===== config.mk =====
export PLATFORM = sky130hd
export DESIGN_NAME = addsub_pipe_flat
export DESIGN_NICKNAME = d
export VERILOG_FILES = /design/src/rtl/addsub_pipe_if.sv /design/src/rtl/addsub_pipe.sv /design/src/flat_wrapper.sv
export SDC_FILE = /design/constraint.sdc
export NUM_CORES = 1
export LEC_CHECK = 0
export CAP_MARGIN = 15
export CORE_UTILIZATION = 40
export DETAILED_ROUTE_END_ITERATION = 6
export GPL_TIMING_DRIVEN = 0
export PLACE_DENSITY = 0.7
export SYNTH_ARGS = -nofsm -noshare
export SYNTH_HDL_FRONTEND = slang
export SYNTH_SLANG_ARGS = --single-unit

===== constraint.sdc =====
create_clock -name clk -period 3.5 [get_ports clk]
set_input_delay 0.525 -clock clk [delete_from_list [all_inputs] [get_ports clk]]
set_output_delay 0.525 -clock clk [all_outputs]
set_load 0.01 [all_outputs]

===== src/rtl/addsub_pipe_if.sv =====
// Operand/result handshake bundle for addsub_pipe: valid/ready on the operand side
// and on the result side, with the arithmetic flags riding alongside the result.
interface addsub_pipe_if #(
  parameter int WIDTH = 8
);
  logic             in_valid;
  logic             in_ready;
  logic [WIDTH-1:0] a;
  logic [WIDTH-1:0] b;
  logic [1:0]       op;
  logic             cin;
  logic             out_valid;
  logic             out_ready;
  logic [WIDTH-1:0] sum;
  logic             cout;
  logic             ovf;
  logic             zero;

  modport master (
    output in_valid, a, b, op, cin, out_ready,
    input  in_ready, out_valid, sum, cout, ovf, zero
  );

  modport slave (
    input  in_valid, a, b, op, cin, out_ready,
    output in_ready, out_valid, sum, cout, ovf, zero
  );
endinterface


===== src/rtl/addsub_pipe.sv =====
// Segmented-carry pipelined adder/subtractor: SEG bits per stage, WIDTH/SEG stages.
// Define ADDSUB_PIPE_FLAGS_EN to compute ovf/zero; otherwise both are tied to 0.
module addsub_pipe #(
  parameter int WIDTH = 8,
  parameter int SEG   = 4
) (
  input  logic         clk,
  input  logic         rst_n,
  addsub_pipe_if.slave bus
);
  localparam int NS = WIDTH / SEG;

  logic stall;

  // op[0] selects subtraction; op[1] selects the external carry/borrow.
  function automatic logic eff_carry(input logic [1:0] sel, input logic c);
    return sel[1] ? (c ^ sel[0]) : sel[0];
  endfunction

  genvar k;
  generate
    for (k = 0; k < NS; k++) begin : stg
      localparam int LO   = k * SEG;
      localparam int HI_W = WIDTH - LO;

      logic              in_vld;
      logic [HI_W-1:0]   in_a;
      logic [HI_W-1:0]   in_b;
      logic              in_c;
      logic [SEG:0]      seg_sum;
      logic [LO+SEG-1:0] nxt_s;
      logic              vld_pk;
      logic              c_pk;
      logic [LO+SEG-1:0] s_pk;

      // stage input: operands from the bus (k=0) or the previous stage registers
      if (k == 0) begin : g_in
        assign in_vld = bus.in_valid;
        assign in_a   = bus.a;
        assign in_b   = bus.op[0] ? ~bus.b : bus.b;
        assign in_c   = eff_carry(bus.op, bus.cin);
        assign nxt_s  = seg_sum[SEG-1:0];
      end else begin : g_in
        assign in_vld = stg[k-1].vld_pk;
        assign in_a   = stg[k-1].g_fwd.a_pk;
        assign in_b   = stg[k-1].g_fwd.b_pk;
        assign in_c   = stg[k-1].c_pk;
        assign nxt_s  = {seg_sum[SEG-1:0], stg[k-1].s_pk};
      end

      assign seg_sum = {1'b0, in_a[SEG-1:0]} + {1'b0, in_b[SEG-1:0]}
                     + {{SEG{1'b0}}, in_c};

      always_ff @(posedge clk or negedge rst_n) begin
        if (!rst_n) begin
          vld_pk <= 1'b0;
        end else if (!stall) begin
          vld_pk <= in_vld;
        end
      end

      // stage k -> k+1 boundary: only the not-yet-added operand bits travel on
      if (k < NS - 1) begin : g_fwd
        logic [HI_W-SEG-1:0] a_pk;
        logic [HI_W-SEG-1:0] b_pk;

        always_ff @(posedge clk) begin
          if (!stall) begin
            a_pk <= in_a[HI_W-1:SEG];
            b_pk <= in_b[HI_W-1:SEG];
            c_pk <= seg_sum[SEG];
            s_pk <= nxt_s;
          end
        end
      end else begin : g_out
        always_ff @(posedge clk or negedge rst_n) begin
          if (!rst_n) begin
            c_pk <= 1'b0;
            s_pk <= '0;
          end else if (!stall) begin
            c_pk <= seg_sum[SEG];
            s_pk <= nxt_s;
          end
        end
      end

`ifdef ADDSUB_PIPE_FLAGS_EN
      // output boundary: flags registered together with the final result slice
      if (k == NS - 1) begin : g_flags
        logic ovf_pk;
        logic zero_pk;

        always_ff @(posedge clk or negedge rst_n) begin
          if (!rst_n) begin
            ovf_pk  <= 1'b0;
            zero_pk <= 1'b0;
          end else if (!stall) begin
            ovf_pk  <= (in_a[HI_W-1] == in_b[HI_W-1]) && (seg_sum[SEG-1] != in_a[HI_W-1]);
            zero_pk <= (nxt_s == '0);
          end
        end
      end
`endif
    end
  endgenerate

  assign bus.out_valid = stg[NS-1].vld_pk;
  assign bus.sum       = stg[NS-1].s_pk;
  assign bus.cout      = stg[NS-1].c_pk;
  assign stall         = bus.out_valid && !bus.out_ready;
  assign bus.in_ready  = !stall;

`ifdef ADDSUB_PIPE_FLAGS_EN
  assign bus.ovf  = stg[NS-1].g_flags.ovf_pk;
  assign bus.zero = stg[NS-1].g_flags.zero_pk;
`else
  assign bus.ovf  = 1'b0;
  assign bus.zero = 1'b0;
`endif
endmodule


===== src/flat_wrapper.sv =====
// flat-port wrapper written by rule: the top's interface ports become plain ports
module addsub_pipe_flat 
#(
  parameter int WIDTH = 8,
  parameter int SEG   = 4
)
  (clk, rst_n, bus_in_valid, bus_a, bus_b, bus_op, bus_cin, bus_out_ready, bus_in_ready, bus_out_valid, bus_sum, bus_cout, bus_ovf, bus_zero);
  addsub_pipe_if #(.WIDTH(WIDTH)) bus_i ();
  input  logic clk;
  input  logic rst_n;
  input wire logic [$bits(bus_i.in_valid)-1:0] bus_in_valid;
  input wire logic [$bits(bus_i.a)-1:0] bus_a;
  input wire logic [$bits(bus_i.b)-1:0] bus_b;
  input wire logic [$bits(bus_i.op)-1:0] bus_op;
  input wire logic [$bits(bus_i.cin)-1:0] bus_cin;
  input wire logic [$bits(bus_i.out_ready)-1:0] bus_out_ready;
  output wire logic [$bits(bus_i.in_ready)-1:0] bus_in_ready;
  output wire logic [$bits(bus_i.out_valid)-1:0] bus_out_valid;
  output wire logic [$bits(bus_i.sum)-1:0] bus_sum;
  output wire logic [$bits(bus_i.cout)-1:0] bus_cout;
  output wire logic [$bits(bus_i.ovf)-1:0] bus_ovf;
  output wire logic [$bits(bus_i.zero)-1:0] bus_zero;
  assign bus_i.in_valid = bus_in_valid;
  assign bus_i.a = bus_a;
  assign bus_i.b = bus_b;
  assign bus_i.op = bus_op;
  assign bus_i.cin = bus_cin;
  assign bus_i.out_ready = bus_out_ready;
  assign bus_in_ready = bus_i.in_ready;
  assign bus_out_valid = bus_i.out_valid;
  assign bus_sum = bus_i.sum;
  assign bus_cout = bus_i.cout;
  assign bus_ovf = bus_i.ovf;
  assign bus_zero = bus_i.zero;
  addsub_pipe #(.WIDTH(WIDTH), .SEG(SEG)) u_core (.clk(clk), .rst_n(rst_n), .bus(bus_i));
endmodule

==> metrics.txt <==
status finished, final reports clean; post-route setup slack 0.964 ns; GRT Overall Usage 0.120; synth unique cells 19; Max Fanout on Critical Path 23; clk slew on worst S/H paths 0.12 ns; Die Y 56.4 um; grt peak-use layer met2; met2 GRT Util 0.212; Syn. warnings 0; Worst Setup SP bus_out_ready; core area 0.00278 mm^2; initial antenna violation count 0; synthesized instance count 81; port bufs 32; depth of the CTS H-tree 1; die area 0.00318 mm^2; # setup viols final 0; latest clock arrival within the worst-skew pair 0.30 ns; GR Layer Usage met1 0.134; Placed Area 0.00155 mm^2; TNS Setup 0 ns; CTS Hold Bufs 0; # DRC 0; I/O pin cnt 36; FF-to-FF Start u_core.stg[0].g_fwd.b_pk[0]; number of clock sinks 24; Placer Congestion 0.690; CTS Buf Count 3; total power 0.782 mW; Worst Hold Class reg2reg; Antenna Nets Post-Route 0; first-pass GRT wire length 2960 um; Net Sw Frac 0.265; combinational share of power 0.342; internal power 0.574 mW; Reg power frac 0.509; root cell of the clock tree clkbuf_4; Site Rows 19; Non-Filler Instances 149; placed instance count 145; CP required 2.97 ns; DP Worst Slack 0.873 ns; Mapped Area 0.00118 mm^2; Setup crit end kind primary output; Max Cap Viol 0; Seq/Total Area, Yosys 0.562; drt pass-1 iters 2; gr ovfl total 0; PD cells 497 mW/mm^2; diode count 0; R2R Setup Slk 1.83 ns; RSZ-0062 raised after global routing no; Finished Core Util 0.566; Final Cycle Share 0.725; Worst Skew 0.00368 ns; Avg Inst Size Synth 14.6 um^2; fin nets 152; max frequency 0.394 GHz; Slew Limit Fails 0; Clk pwr share 0.149; pin count of the biggest net entering global routing 24; WL final 1750 um; DP HPWL 1420 um; Startpoint Class input port; area grow syn2layout 32.8%; Reg-to-Reg End u_core.bus.cout; worst vdd ir 0.343 mV; crit path DAT 2.01 ns; Post-CTS Setup Repair Bufs 0; CTS tree built; crit path time final 2.54 ns; Reg2Reg Depth 7; chip width 56.4 um; Min Hold Slack 0.479 ns; vias in the first global route 743; Vias 678; Initial Util 0.426; WL/cell 11.7 um; Final Hold Fails 0; critical path endpoint bus_in_ready; sw power 0.207 mW; share of cells above drive strength 1 0.136; post-cts resize count 0; WS Path Type in2out; register bit total from synthesis 24; vias per cell 4.55; Filler cells 249; Final Cell Area 0.00157 mm^2; first-iteration detailed-routing DRC count 4; grt met3 use 0.0276; CTS Buffer Depth 2; Static Leakage 0.681 nW
-- logic make-up after synthesis --
logic type / synth area share
xor gates and xnor gates: 0.0961
other: 0.00316
AOI/OAI and AO/OA: 0.0602
adders and majority gates: 0.131
DFF: 0.562
and+or+nand+nor: 0.0232
muxes: 0.0760
buffers and inverters: 0.0486
-- Yosys cell counts --
cell      number  area [um^2]
conb_1         1         3.75
a21oi_1        5         25.0
nand2b_1       2         12.5
fa_1           4         80.1
edfxtp_1      13          390
nor2_1         3         11.3
xor2_1        10         87.6
mux2_2         4         45.0
a21oi_2        1         8.76
buf_6          2         22.5
dfrtp_1       11          275
ha_1           6         75.1
buf_4          2         15.0
nand2_1        1         3.75
buf_2          1         5.00
xnor2_1        3         26.3
inv_1          4         15.0
a21o_1         5         37.5
mux2_4         3         45.0
-- registers in the layout, indices dropped and copies added (netlist names) --
| name | flops |
|---|---|
| u_core.stg.g_fwd.b_pk | 4 |
| u_core.bus.cout | 1 |
| u_core.stg.vld_pk | 1 |
| u_core.bus.out_valid | 1 |
| u_core.stg.g_fwd.a_pk | 4 |
| u_core.stg.c_pk | 1 |
| u_core.bus.sum | 8 |
| u_core.stg.s_pk | 4 |
-- worst max-delay path, stage by stage --
cell             delay [ns]
clkdlybuf4s50_1        0.45
nand2b_1               0.12
buf_6                  0.13
buf_6                  0.21
clkdlybuf4s50_1        0.58
-- worst min path at each step --
stage	startpoint	to	cells after the start
after detailed placement	u_core.stg[0].vld_pk	u_core.bus.out_valid	1
final	u_core.stg[0].vld_pk	u_core.bus.out_valid	1
after CTS	u_core.stg[0].vld_pk	u_core.bus.out_valid	1
after global routing	u_core.stg[0].vld_pk	u_core.bus.out_valid	1
after floorplan	rst_n	u_core.bus.cout	0
after global placement	u_core.stg[0].vld_pk	u_core.bus.out_valid	1
-- cells in the final DEF, fill, tap and decap left out, drive strengths merged --
| master | n |
|---|---|
| dfrtp | 11 |
| clkbuf | 3 |
| buf | 5 |
| xor2 | 10 |
| clkdlybuf4s50 | 32 |
| inv | 4 |
| mux2 | 7 |
| fa | 4 |
| conb | 2 |
| nand2 | 1 |
| nand2b | 2 |
| nor2 | 3 |
| xnor2 | 3 |
| ha | 6 |
| a21oi | 6 |
| edfxtp | 13 |
| clkinv | 1 |
| a21o | 5 |
-- power by group through the flow --
stage	registers, mW	clock network, mW	logic [mW]
2_1_floorplan	0.417	0	0.124
3_3_place_gp	0.401	0	0.262
3_5_place_dp	0.407	0	0.271
4_1_cts	0.400	0.123	0.272
5_1_grt	0.407	0.133	0.292
6_report	0.398	0.116	0.267
-- final cells by class --
type	count	area [um^2]	area share
Timing Repair Buffer	32	320	0.203
Clock inverter	1	3.75	0.00238
Inverter	4	15.0	0.00954
Buffer	5	42.5	0.0270
Multi-Input combinational cell	49	465	0.296
Clock buffer	3	22.5	0.0143
Tap cell	31	38.8	0.0246
Sequential cell	24	666	0.423
-- per-layer routing --
layer | share of wire | vias up
met5 | 0 | -
met4 | 0.012 | 0
met3 | 0.057 | 2
met2 | 0.52 | 25
met1 | 0.41 | 306
li1 | - | 345
Note: power is estimated with default switching activity, not from simulation.
